<file path="config.mk">
export PLATFORM = sky130hd
export DESIGN_NAME = dmem_arbiter
export DESIGN_NICKNAME = d
export VERILOG_FILES = /design/src/rtl/dmem_arbiter.sv
export SDC_FILE = /design/constraint.sdc
export NUM_CORES = 1
export LEC_CHECK = 0
export CAP_MARGIN = 10
export CORE_AREA = 2 2 231 233
export CTS_CLUSTER_DIAMETER = 150
export CTS_CLUSTER_SIZE = 28
export DETAILED_ROUTE_END_ITERATION = 7
export DIE_AREA = 0 0 233 235
export PLACE_DENSITY = 0.4
export SYNTH_ARGS = -nofsm -noshare
export SYNTH_HDL_FRONTEND = slang
export SYNTH_SLANG_ARGS = --single-unit
</file>
<file path="constraint.sdc">
create_clock -name clk -period 1.6 [get_ports clk]
set_input_delay 0.32 -clock clk [delete_from_list [all_inputs] [get_ports clk]]
set_output_delay 0.32 -clock clk [all_outputs]
set_load 0.01 [all_outputs]
</file>
<file path="src/rtl/dmem_arbiter.sv">
// Two-port data-memory arbiter: a core port and a loader/debug port share one
// single-cycle-write, one-cycle-latency-read memory under round-robin priority.
module dmem_arbiter #(
  parameter int AW = 64,
  parameter int DW = 64
) (
  input  logic          clk,
  input  logic          reset,
  input  logic          req0,
  input  logic          req1,
  input  logic          we0,
  input  logic          we1,
  input  logic [AW-1:0] addr0,
  input  logic [AW-1:0] addr1,
  input  logic [DW-1:0] wdata0,
  input  logic [DW-1:0] wdata1,
  output logic          gnt0,
  output logic          gnt1,
  output logic          rvalid0,
  output logic          rvalid1,
  output logic [DW-1:0] rdata0,
  output logic [DW-1:0] rdata1,
  output logic          stall0,
  output logic          memRead,
  output logic          memWrite,
  output logic [AW-1:0] address,
  output logic [DW-1:0] writeData,
  input  logic [DW-1:0] ReadData
);

  typedef enum logic {
    IDLE    = 1'b0,
    RD_WAIT = 1'b1
  } state_t;

  state_t      state;
  state_t      state_nx;
  logic        prio;
  logic        owner;
  logic        rd_pend0;
  logic        rd_pend1;
  logic [15:0] grant_cnt0;
  logic [15:0] grant_cnt1;

  // NOTE: every signal assigned in this block gets a default first, so no
  // path leaves one unassigned and no latch is inferred.
  always_comb begin
    state_nx  = state;
    gnt0      = 1'b0;
    gnt1      = 1'b0;
    memRead   = 1'b0;
    memWrite  = 1'b0;
    address   = '0;
    writeData = '0;
    if (!reset) begin
      case (state)
        IDLE: begin
          if (req0 && (!req1 || !prio)) begin
            gnt0 = 1'b1;
          end else if (req1) begin
            gnt1 = 1'b1;
          end
          if (gnt0) begin
            memRead   = ~we0;
            memWrite  = we0;
            address   = addr0;
            writeData = wdata0;
          end else if (gnt1) begin
            memRead   = ~we1;
            memWrite  = we1;
            address   = addr1;
            writeData = wdata1;
          end
          if ((gnt0 && !we0) || (gnt1 && !we1)) begin
            state_nx = RD_WAIT;
          end
        end
        RD_WAIT: state_nx = IDLE;
        default: state_nx = IDLE;
      endcase
    end
  end

  // Read return is a decode of registered state; reset masks it so an
  // aborted read never shows a return pulse.
  assign rd_pend0 = (state == RD_WAIT) && !owner;
  assign rd_pend1 = (state == RD_WAIT) && owner;
  assign rvalid0  = rd_pend0 && !reset;
  assign rvalid1  = rd_pend1 && !reset;
  assign rdata0   = rvalid0 ? ReadData : '0;
  assign rdata1   = rvalid1 ? ReadData : '0;
  assign stall0   = !reset && ((req0 && !gnt0) || rd_pend0);

  // NOTE: sequential state uses non-blocking assignments so every flop
  // samples pre-edge values regardless of statement order.
  always_ff @(posedge clk) begin
    if (reset) begin
      state      <= IDLE;
      prio       <= 1'b0;
      owner      <= 1'b0;
      grant_cnt0 <= '0;
      grant_cnt1 <= '0;
    end else begin
      state <= state_nx;
      if (gnt0) begin
        prio <= 1'b1;
      end else if (gnt1) begin
        prio <= 1'b0;
      end
      if (gnt0 && !we0) begin
        owner <= 1'b0;
      end else if (gnt1 && !we1) begin
        owner <= 1'b1;
      end
      if (gnt0 && (grant_cnt0 != 16'hFFFF)) begin
        grant_cnt0 <= grant_cnt0 + 16'd1;
      end
      if (gnt1 && (grant_cnt1 != 16'hFFFF)) begin
        grant_cnt1 <= grant_cnt1 + 16'd1;
      end
    end
  end

endmodule

</file>
==> summary.md, run 1 <==
| Metric | Value |
|---|---|
| DRC Markers | `0` |
| CTS sink cnt | `3` |
| Worst Slack Setup Final | `-0.491 ns` |
| Number of synthesized flops with an enable pin | `0` |
| Yosys reg bits | `3` |
| Power after layout | `3.16 mW` |
| Clock root cell | `clkbuf_16` |
| Synth async-reset ratio | `0%` |
| Final Setup Violations | `263` |
| Hold_buf cts | `0` |
| Hold crit path type | `reg -> reg` |
| Worst-Skew Late Latency | `0.22 ns` |
| Tcrit/Tclk final | `131%` |
| Port bufs | `588` |
| Critical path, cell by cell | `nand2b_4 -> nor3_4 -> buf_12 -> buf_12 -> buf_8 -> buf_12 -> buf_6 -> a22o_1 -> buf_6` |
| Max Used Layer | `met5` |
| Most used cell along the critical path | `buf_12` |
| Crit path buffers/inverters | `6` |
| Die ar. | `54800 um2` |
| Hold_ws | `0.575 ns` |
| Area growth syn-to-layout | `372%` |
| Metal-1 WL | `11.5 mm` |
| Net Count, Synth | `649` |
| GP Congestion | `0.848` |
| Fin. max-slew vios | `0` |
| Fill cells | `5716` |
| Post-synthesis cell type count | `20` |
| Placed cell count | `1605` |
| Slew headroom | `79.8%` |
| Initial Util | `4.55%` |
| Worst Max-Slew Pin Slew | `0.302 ns` |
| Final Core Density | `21.5%` |
| Num rows | `84` |
| Largest net degree at the start of global routing | `22` |
| Detailed Route Iter0 Violations | `133` |
| Syn_area_per_cell | `7.36 um2` |
| Maximum clock frequency | `478 MHz` |
| Setup crit start kind | `flop` |
| Clk buf depth | `2` |
| Dominant synthesized flop cell | `dfxtp_1` |
| Cell area power density | `281 nW/um2` |
| HPWL Detailed | `25.0 mm` |
| Die W | `233 um` |
| Vias per cell | `3.28` |
| CP Capture Type | `output port` |
| Worst-case clock skew | `0.000417 ns` |
| Final hold vios | `0` |
| Largest stage delay, worst path | `0.32 ns` |
| First-pass GRT wire length | `43.1 mm` |
| CP Data Arrival Time | `1.77 ns` |
| Status | `finished, violations left` |
| Type of the worst setup path | `reg -> out` |
| Total grt overflow | `0` |
| Layout Nets | `1340` |
| Leak | `4.99 nW` |
| Post-Synthesis Cell Area | `2380 um2` |
| Share of cells above drive strength 1 | `54.8%` |
| Post-synthesis sequential area ratio | `2.52%` |
| Top delay family on crit path | `buffers and inverters` |
| Post-DR wirelength/cell | `20.0 um` |
| Wire length on met3 | `3.74 mm` |
| CP max-delay cell | `dfxtp_2` |
| Max Fanout on Critical Path | `6` |
| Failing checks | `setup timing` |
| H-tree Lvls | `1` |
| Total GRT Usage | `11.2%` |
| Synth Instances | `323` |
| Initial antenna violation count | `9` |
| Worst Path Required | `1.28 ns` |
| Fin cells | `1703` |
| Worst vdd rail ir drop | `0.136 mV` |
| Clock transition at the registers of the reported paths | `0.03 ns` |
| Core area | `52200 um2` |
| Ports | `589` |
| Setup Total Neg Slack | `-88.13 ns` |
| Die H | `235 um` |
| Vias post-DR | `5592` |
| Met2 Wirelength | `18.2 mm` |
| DRT antenna net count | `0` |
| Drt pass-1 iters | `4` |
| TritonCTS Buffers | `3` |
| Max-cap violation count | `0` |
| Routed WL | `34.1 mm` |
| CTS tree | `built` |
| Vias in the first global route | `5857` |
| Ys Warns | `0` |
| Period minus WS final | `2.09 ns` |
| RSZ-0062 raised after global routing | `true` |
==> what timing repair did <==
item,CTS,global route
setup endpoints to repair,265,264
setup buffers,73,19
pin swaps,73,122
resized for setup,1215,260
cloned,21,4
==> cell usage after synthesis, types with 2 or more instances <==
master | n | area share, %
buf_2 | 11 | 2.3
a22o_1 | 131 | 48
a21oi_1 | 2 | 0.42
nor3b_1 | 2 | 0.63
and2_1 | 128 | 34
buf_4 | 18 | 5.7
clkbuf_2 | 4 | 0.84
inv_1 | 3 | 0.47
clkbuf_1 | 9 | 1.4
nand2b_1 | 3 | 0.79
dfxtp_1 | 3 | 2.5
==> metal layers <==
layer  track usage, %  up-vias
met4             1.78       10
met1             11.0     2573
met3             3.50       28
met2             22.6      383
li1                 -     2598
met5                0        -
==> final timing paths <==
path / start / end / slack, ns / cells after the start
hold / removal: prio / prio / 0.57 / 2
hold reg to reg: prio / prio / 0.57 / 2
setup reg to reg: state / state / 0.05 / 7
setup / recovery: state / writeData[9] / -0.49 / 9
==> power by group <==
group          internal [mW]  total (mW)  switching, mW
clock                  0.329       0.402         0.0731
sequential            0.0814      0.0886        0.00716
combinational           1.71        2.67          0.957
==> cell usage in the layout (no fill, tap or decap), types with 3 or more instances in the layout <==
cell type / instances
inv_1: 3
a22o_1: 122
buf_2: 96
a22o_4: 8
buf_6: 210
clkbuf_16: 6
buf_4: 30
and2_4: 126
buf_12: 40
buf_16: 9
clkdlybuf4s50_1: 322
buf_8: 16
==> worst register-to-register path, stage by stage, from the launching register on <==
cell	delay, ns
dfxtp_2	0.32
nand2b_4	0.15
a211oi_4	0.26
buf_12	0.18
buf_8	0.19
buf_6	0.13
buf_6	0.08
a22o_1	0.15
==> state kept, by name (all words and copies together), names as in the netlist <==
register	count
owner	1
prio	1
state	1
==> kinds of logic (layout without fill, tap and decap cells) <==
kind of cell | after synthesis | in the layout | share of synthesized area [%]
AOI/OAI and AO/OA | 136 | 136 | 49.9
buffers and inverters | 46 | 736 | 10.9
DFF | 3 | 3 | 2.53
other | 0 | 2 | 0
and+or+nand+nor | 138 | 138 | 36.7
==> per-stage QoR <==
stage / cell area [um2] / setup WS [ns]
after CTS: 10400 / -0.621
after global routing: 11200 / -0.568
after floorplan: 2390 / -0.00353
after global placement: 9440 / -1.21
final: 11200 / -0.491
after detailed placement: 9440 / -1.20
==> cell type report <==
type | instances | area (um2) | share of cell area [%]
antenna | 2 | 5.00 | 0.0446
clock buffer | 4 | 78.8 | 0.702
inverter | 3 | 11.3 | 0.100
multi-input combinational | 274 | 2510 | 22.3
sequential | 3 | 65.1 | 0.579
tap | 688 | 861 | 7.66
timing repair buffer | 729 | 7710 | 68.6
No activity file was read; power rests on OpenSTA's default activity.
==> run 2: changes to the inputs <==
--- a/config.mk
+++ b/config.mk
@@ -12,6 +12,7 @@
 export DETAILED_ROUTE_END_ITERATION = 7
 export DIE_AREA = 0 0 233 235
 export PLACE_DENSITY = 0.4
+export SLEW_MARGIN = 20
 export SYNTH_ARGS = -nofsm -noshare
 export SYNTH_HDL_FRONTEND = slang
 export SYNTH_SLANG_ARGS = --single-unit
==> constraint.sdc (replaced) <==
create_clock -name clk -period 1.89 [get_ports clk]
set_input_delay 0.378 -clock clk [delete_from_list [all_inputs] [get_ports clk]]
set_output_delay 0.378 -clock clk [all_outputs]
set_load 0.01 [all_outputs]
==> run 2 against run 1 <==
  * Sequential share of layout area about the same
  * The flow still finishes with violations (setup timing)
  * Highest routed layer unchanged
  * Total power down 11%
  * Non-clock buffer count grew 16
  * Die area unchanged
  * First-iteration DRC count grew 7.5%
==> summary.md, run 2 (synthesis results as in run 1) <==
| Metric | Value |
|---|---|
| Biggest regs | `owner: 1 flops, prio: 1 flops, state: 1 flops` |
| Largest net degree at the start of global routing | `21` |
| H-tree Lvls | `1` |
| Die ar. | `54800 um2` |
| P_sw | `0.936 mW` |
| Port bufs | `588` |
| Worst R2R End | `state` |
| Hold_buf cts | `0` |
| Cell area power density | `240 nW/um2` |
| Detailed Route Iter0 Violations | `143` |
| Setup slack at placement | `-1.13 ns` |
| Setup Total Neg Slack | `-32.77 ns` |
| Share of cells above drive strength 1 | `56.6%` |
| Fin. max-slew vios | `0` |
| CP max-delay cell | `dfxtp_2` |
| Critical path, cell by cell | `buf_6 -> nor3b_4 -> buf_6 -> buf_12 -> buf_12 -> buf_12 -> clkbuf_16 -> and2_4 -> buf_6` |
| Worst-case clock skew | `0.000916 ns` |
| Initial antenna violation count | `11` |
| Core area | `52200 um2` |
| Layout Nets | `1356` |
| Die W | `233 um` |
| Sequential Power Share | `2.7%` |
| Max-cap violation count | `0` |
| HP Start | `reset` |
| Final Core Density | `22.5%` |
| HPWL Detailed | `26.0 mm` |
| Worst Path Required | `1.51 ns` |
| Vias post-DR | `5822` |
| CP Data Arrival Time | `1.76 ns` |
| Power after layout | `2.82 mW` |
| Maximum clock frequency | `468 MHz` |
| Commonest non-fill, non-tap cells in the layout | `322 x clkdlybuf4s50_1, 215 x buf_6, 127 x and2_4` |
| Slew headroom | `76.9%` |
| Sw Ratio | `33.1%` |
| Clock root cell | `clkbuf_16` |
| Total grt overflow | `0` |
| FF-to-FF path depth | `7` |
| Clk buf depth | `2` |
| Worst Slack Setup Final | `-0.247 ns` |
| DRT antenna net count | `0` |
| GP Congestion | `0.862` |
| Failing checks | `setup timing` |
| Post-route cell area | `11800 um2` |
| Status | `finished, violations left` |
| Leak | `5.23 nW` |
| Placed standard-cell area | `9460 um2` |
| Final Setup Violations | `250` |
| Internal | `1.89 mW` |
| Worst Max-Slew Pin Slew | `0.346 ns` |
| Max Fanout on Critical Path | `5` |
| CTS tree | `built` |
| Comb pwr share | `85.3%` |
| CTS sink cnt | `3` |
| Period minus WS final | `2.14 ns` |
| Clock transition at the registers of the reported paths | `0.03 ns` |
| Met2 global-route usage | `22.6%` |
| Final hold vios | `0` |
| Met3 usage | `4.51%` |
| Total GRT Usage | `12.1%` |
| TritonCTS Buffers | `3` |
| FF-to-FF setup slack | `0.43 ns` |
| Ports | `589` |
| Type of the worst setup path | `reg -> out` |
| Initial Util | `4.55%` |
| Commonest non-fill, non-tap cell in the layout | `clkdlybuf4s50_1` |
| Multi-input combinational cell area | `2610 um2` |
| Setup crit start kind | `flop` |
| RSZ-0062 raised after global routing | `true` |
| Vias per cell | `3.39` |
| Hold endpoint | `prio` |
| Crit path buffers/inverters | `7` |
| Die H | `235 um` |
| Drt pass-1 iters | `4` |
| Worst-Skew Late Latency | `0.23 ns` |
| Largest stage delay, worst path | `0.32 ns` |
| Worst vdd rail ir drop | `0.193 mV` |
| M1 GR Usage | `12.6%` |
| Post-DR wirelength/cell | `21.3 um` |
| DRC Markers | `0` |
| Vias in the first global route | `6259` |
| First-pass GRT wire length | `46.4 mm` |
| Routed WL | `36.6 mm` |
| Area growth syn-to-layout | `395%` |
| Sequential Area | `62.6 um2` |
| Clock Power Share | `12.0%` |
| Worst Hold Depth | `3` |
| Critical path depth in cells | `9` |
| Worst r2r src | `state` |
| Top delay family on crit path | `buffers and inverters` |
| Fill cells | `5673` |
| Num rows | `84` |
| CP Capture Type | `output port` |
| GR peak layer | `met2` |
| Tcrit/Tclk final | `113%` |
| Hold crit path type | `in -> reg` |
==> run 2: cell type report <==
class | count | area share [%]
multi-input cells | 274 | 22.2
clock buffers | 4 | 0.670
repair buffers | 745 | 69.2
flip-flops and latches | 3 | 0.532
well taps | 688 | 7.32
diodes | 2 | 0.0425
inverters | 3 | 0.0957
==> run 2: tightest hold or removal path, delay by kind of cell <==
kind	cells	cell delay, ns
buffers and inverters	2	0.24
AND/OR/NAND/NOR	1	0.05
==> run 2: repair_timing <==
item | 4_1_cts | 5_1_grt
gates cloned | 26 | 8
setup buffers | 77 | 22
resized for setup | 1197 | 286
pin swaps | 70 | 82
setup endpoints to repair | 264 | 263
==> run 2: worst max path at each step <==
stage,to,from
final,rdata0[19],state
after global routing,writeData[43],state
after CTS,writeData[5],state
after detailed placement,writeData[7],req1
after global placement,writeData[7],req1
after floorplan,rdata0[35],reset
==> run 2: power groups by stage <==
stage	sequential (mW)	combinational, mW	clock (mW)
2_1_floorplan	0.0730	0.505	0
3_3_place_gp	0.0739	1.99	0
3_5_place_dp	0.0736	1.98	0
4_1_cts	0.0750	2.34	0.341
5_1_grt	0.0758	2.53	0.356
6_report	0.0758	2.41	0.339
==> run 2: through the flow <==
stage,hold slack (ns),std cells
floorplan,0.479,323
global placement,0.592,1603
global route,0.492,1718
detailed placement,0.592,1603
finish,0.483,1719
CTS,0.485,1709
==> run 2: layer usage <==
layer	wire length, um	up-vias
li1	-	2636
met4	857	18
met1	13300	2723
met3	3870	48
met2	18500	397
met5	129	-
==> run 3: changes to the inputs <==
--- a/config.mk
+++ b/config.mk
@@ -5,13 +5,14 @@
 export SDC_FILE = /design/constraint.sdc
 export NUM_CORES = 1
 export LEC_CHECK = 0
-export CAP_MARGIN = 10
-export CORE_AREA = 2 2 231 233
+export CAP_MARGIN = 20
+export CORE_AREA = 10 10 220 222
+export CTS_BUF_LIST = sky130_fd_sc_hd__clkbuf_2 sky130_fd_sc_hd__clkbuf_4 sky130_fd_sc_hd__clkbuf_8
 export CTS_CLUSTER_DIAMETER = 150
 export CTS_CLUSTER_SIZE = 28
 export DETAILED_ROUTE_END_ITERATION = 7
-export DIE_AREA = 0 0 233 235
-export PLACE_DENSITY = 0.4
+export DIE_AREA = 0 0 230 232
+export PLACE_DENSITY = 0.44
 export SLEW_MARGIN = 20
 export SYNTH_ARGS = -nofsm -noshare
 export SYNTH_HDL_FRONTEND = slang
==> run 3 against run 2 <==
  * The run still ends with setup timing left
  * First-iteration DRC count decreased by 38%
  * Via count decreased by 5.3%
  * Cell area decreased by 8.8%
  * Register-to-register slack got worse by 0.11 ns
  * Cell count decreased by 6.6%
  * Sequential cell count unchanged
  * Die area decreased by 2.5%
  * Sequential power decreased by 2%
  * Critical endpoint is now address[12]
==> summary.md, run 3 (synthesis results as in run 1) <==
| Metric | Value |
|---|---|
| Initial antenna violation count | `5` |
| Cell area power density | `244 nW/um2` |
| Slew headroom | `82.0%` |
| Clock root cell | `clkbuf_8` |
| Maximum clock frequency | `446 MHz` |
| HPWL Detailed | `28.7 mm` |
| DRC Markers | `0` |
| CTS tree | `built` |
| Final hold vios | `0` |
| Worst Max-Slew Pin Slew | `0.270 ns` |
| First-pass GRT wire length | `49.1 mm` |
| Failing checks | `setup timing` |
| Worst-Skew Late Latency | `0.22 ns` |
| Initial Util | `5.41%` |
| Crit path buffers/inverters | `5` |
| Biggest regs | `owner: 1 flops, prio: 1 flops, state: 1 flops` |
| CP max-delay cell | `dfxtp_4` |
| CP Capture Type | `output port` |
| Worst-case clock skew | `0.00630 ns` |
| Vias per cell | `3.43` |
| Detailed Route Iter0 Violations | `88` |
| CTS sink cnt | `3` |
| Worst r2r src | `state` |
| Largest stage delay, worst path | `0.34 ns` |
| Die W | `230 um` |
| Num rows | `77` |
| Worst Hold Depth | `3` |
| Largest net degree at the start of global routing | `28` |
| Tcrit/Tclk final | `119%` |
| Max-cap violation count | `0` |
| Worst vdd rail ir drop | `0.155 mV` |
| Commonest non-fill, non-tap cells in the layout | `322 x clkdlybuf4s50_1, 149 x buf_6, 119 x buf_2` |
| Total GRT Usage | `12.5%` |
| Period minus WS final | `2.24 ns` |
| Die ar. | `53400 um2` |
| Post-route cell area | `10700 um2` |
| CP Data Arrival Time | `1.86 ns` |
| Area growth syn-to-layout | `351%` |
| Placed standard-cell area | `9380 um2` |
| Leak | `5.13 nW` |
| Critical path, cell by cell | `nand2b_4 -> a211oi_4 -> buf_6 -> buf_6 -> buf_16 -> buf_4 -> a22o_1 -> buf_2` |
| Total grt overflow | `0` |
| Die H | `232 um` |
| HP Start | `reset` |
| Post-DR wirelength/cell | `22.8 um` |
| Hold crit path type | `in -> reg` |
| Core area | `43900 um2` |
| Ports | `589` |
| Hold_buf cts | `0` |
| GP Congestion | `0.836` |
| Setup crit start kind | `flop` |
| Final Setup Violations | `232` |
| Clock transition at the registers of the reported paths | `0.03 ns` |
| RSZ-0062 raised after global routing | `true` |
| FF-to-FF setup slack | `0.32 ns` |
| H-tree Lvls | `1` |
| Type of the worst setup path | `reg -> out` |
| Drt pass-1 iters | `4` |
| Status | `finished, violations left` |
| Share of cells above drive strength 1 | `46.3%` |
| Top delay family on crit path | `buffers and inverters` |
| Hold endpoint | `prio` |
| Vias post-DR | `5511` |
| Worst Path Required | `1.51 ns` |
| Worst Slack Setup Final | `-0.352 ns` |
| Max Fanout on Critical Path | `8` |
| Clk buf depth | `2` |
| Port bufs | `588` |
| FF-to-FF path depth | `8` |
| Fin. max-slew vios | `0` |
| Most used cell along the critical path | `buf_6` |
| TritonCTS Buffers | `3` |
| Commonest non-fill, non-tap cell in the layout | `clkdlybuf4s50_1` |
| Power after layout | `2.62 mW` |
| Routed WL | `36.5 mm` |
| DRT antenna net count | `0` |
| Vias in the first global route | `6283` |
| Worst R2R End | `state` |
| Layout Nets | `1339` |
==> run 3: changes by cell type in the layout (fill, tap and decap cells not counted), sizes merged <==
cell,change
clkbuf,+8
diode,-1
dlymetal6s2s,+15
clkdlybuf4s15,+7
buf,-47
==> run 3: per-layer routing <==
metal | GRT usage (%) | part of all wire, %
met3 | 5.39 | 11
met2 | 23.1 | 52
met5 | 0 | 0.11
met1 | 13.1 | 36
met4 | 1.99 | 1.6
==> run 3: stage by stage <==
stage | hold slack [ns] | worst slack, ns | setup TNS [ns] | utilization (%) | cells
3_5_place_dp | 0.595 | -1.06 | -233.41 | 21.3 | 1516
2_1_floorplan | 0.479 | 0.154 | 0 | - | 323
4_1_cts | 0.500 | -0.576 | -89.87 | 24.0 | 1594
6_report | 0.510 | -0.352 | -44.44 | 24.4 | 1605
3_3_place_gp | 0.592 | -1.05 | -232.40 | 21.3 | 1516
5_1_grt | 0.521 | -0.424 | -64.92 | 24.4 | 1604
==> run 3: how the worst max path moves through the flow <==
| stage | from | end | slack [ns] | cells past startpoint |
|---|---|---|---|---|
| detailed placement | req1 | address[43] | -1.06 | 8 |
| floorplan | reset | rdata0[35] | 0.15 | 5 |
| finish | state | address[12] | -0.35 | 8 |
| global placement | req1 | address[41] | -1.05 | 8 |
| CTS | state | writeData[21] | -0.58 | 12 |
| global route | state | writeData[4] | -0.42 | 9 |
==> run 3: worst min-delay path, stage by stage <==
cell and delay (ns):
buf_4 0.13, buf_6 0.13, nor2_1 0.05
==> run 3: area by class of cell <==
class / instances / area [um2]
diodes: 1 / 2.50
clock buffers: 4 / 48.8
fillers: 4813 / 33200
inverters: 3 / 11.3
multi-input cells: 274 / 2400
flip-flops and latches: 3 / 67.6
well taps: 592 / 741
repair buffers: 728 / 7460
==> run 3: power by group <==
part           leakage, nW  internal, mW  switching, mW
clock               0.0262         0.158         0.0458
sequential          0.0260        0.0683        0.00589
combinational         5.08          1.50          0.840
total                 5.13          1.72          0.892
==> run 3: timing repair <==
item                                    in CTS  in global routing
gates cloned                                20                  6
buffers inserted                            54                 25
pin swaps                                   73                 44
endpoints found under the setup margin     263                263
resized for setup                          741                453
endpoints found under the hold margin        0                  0
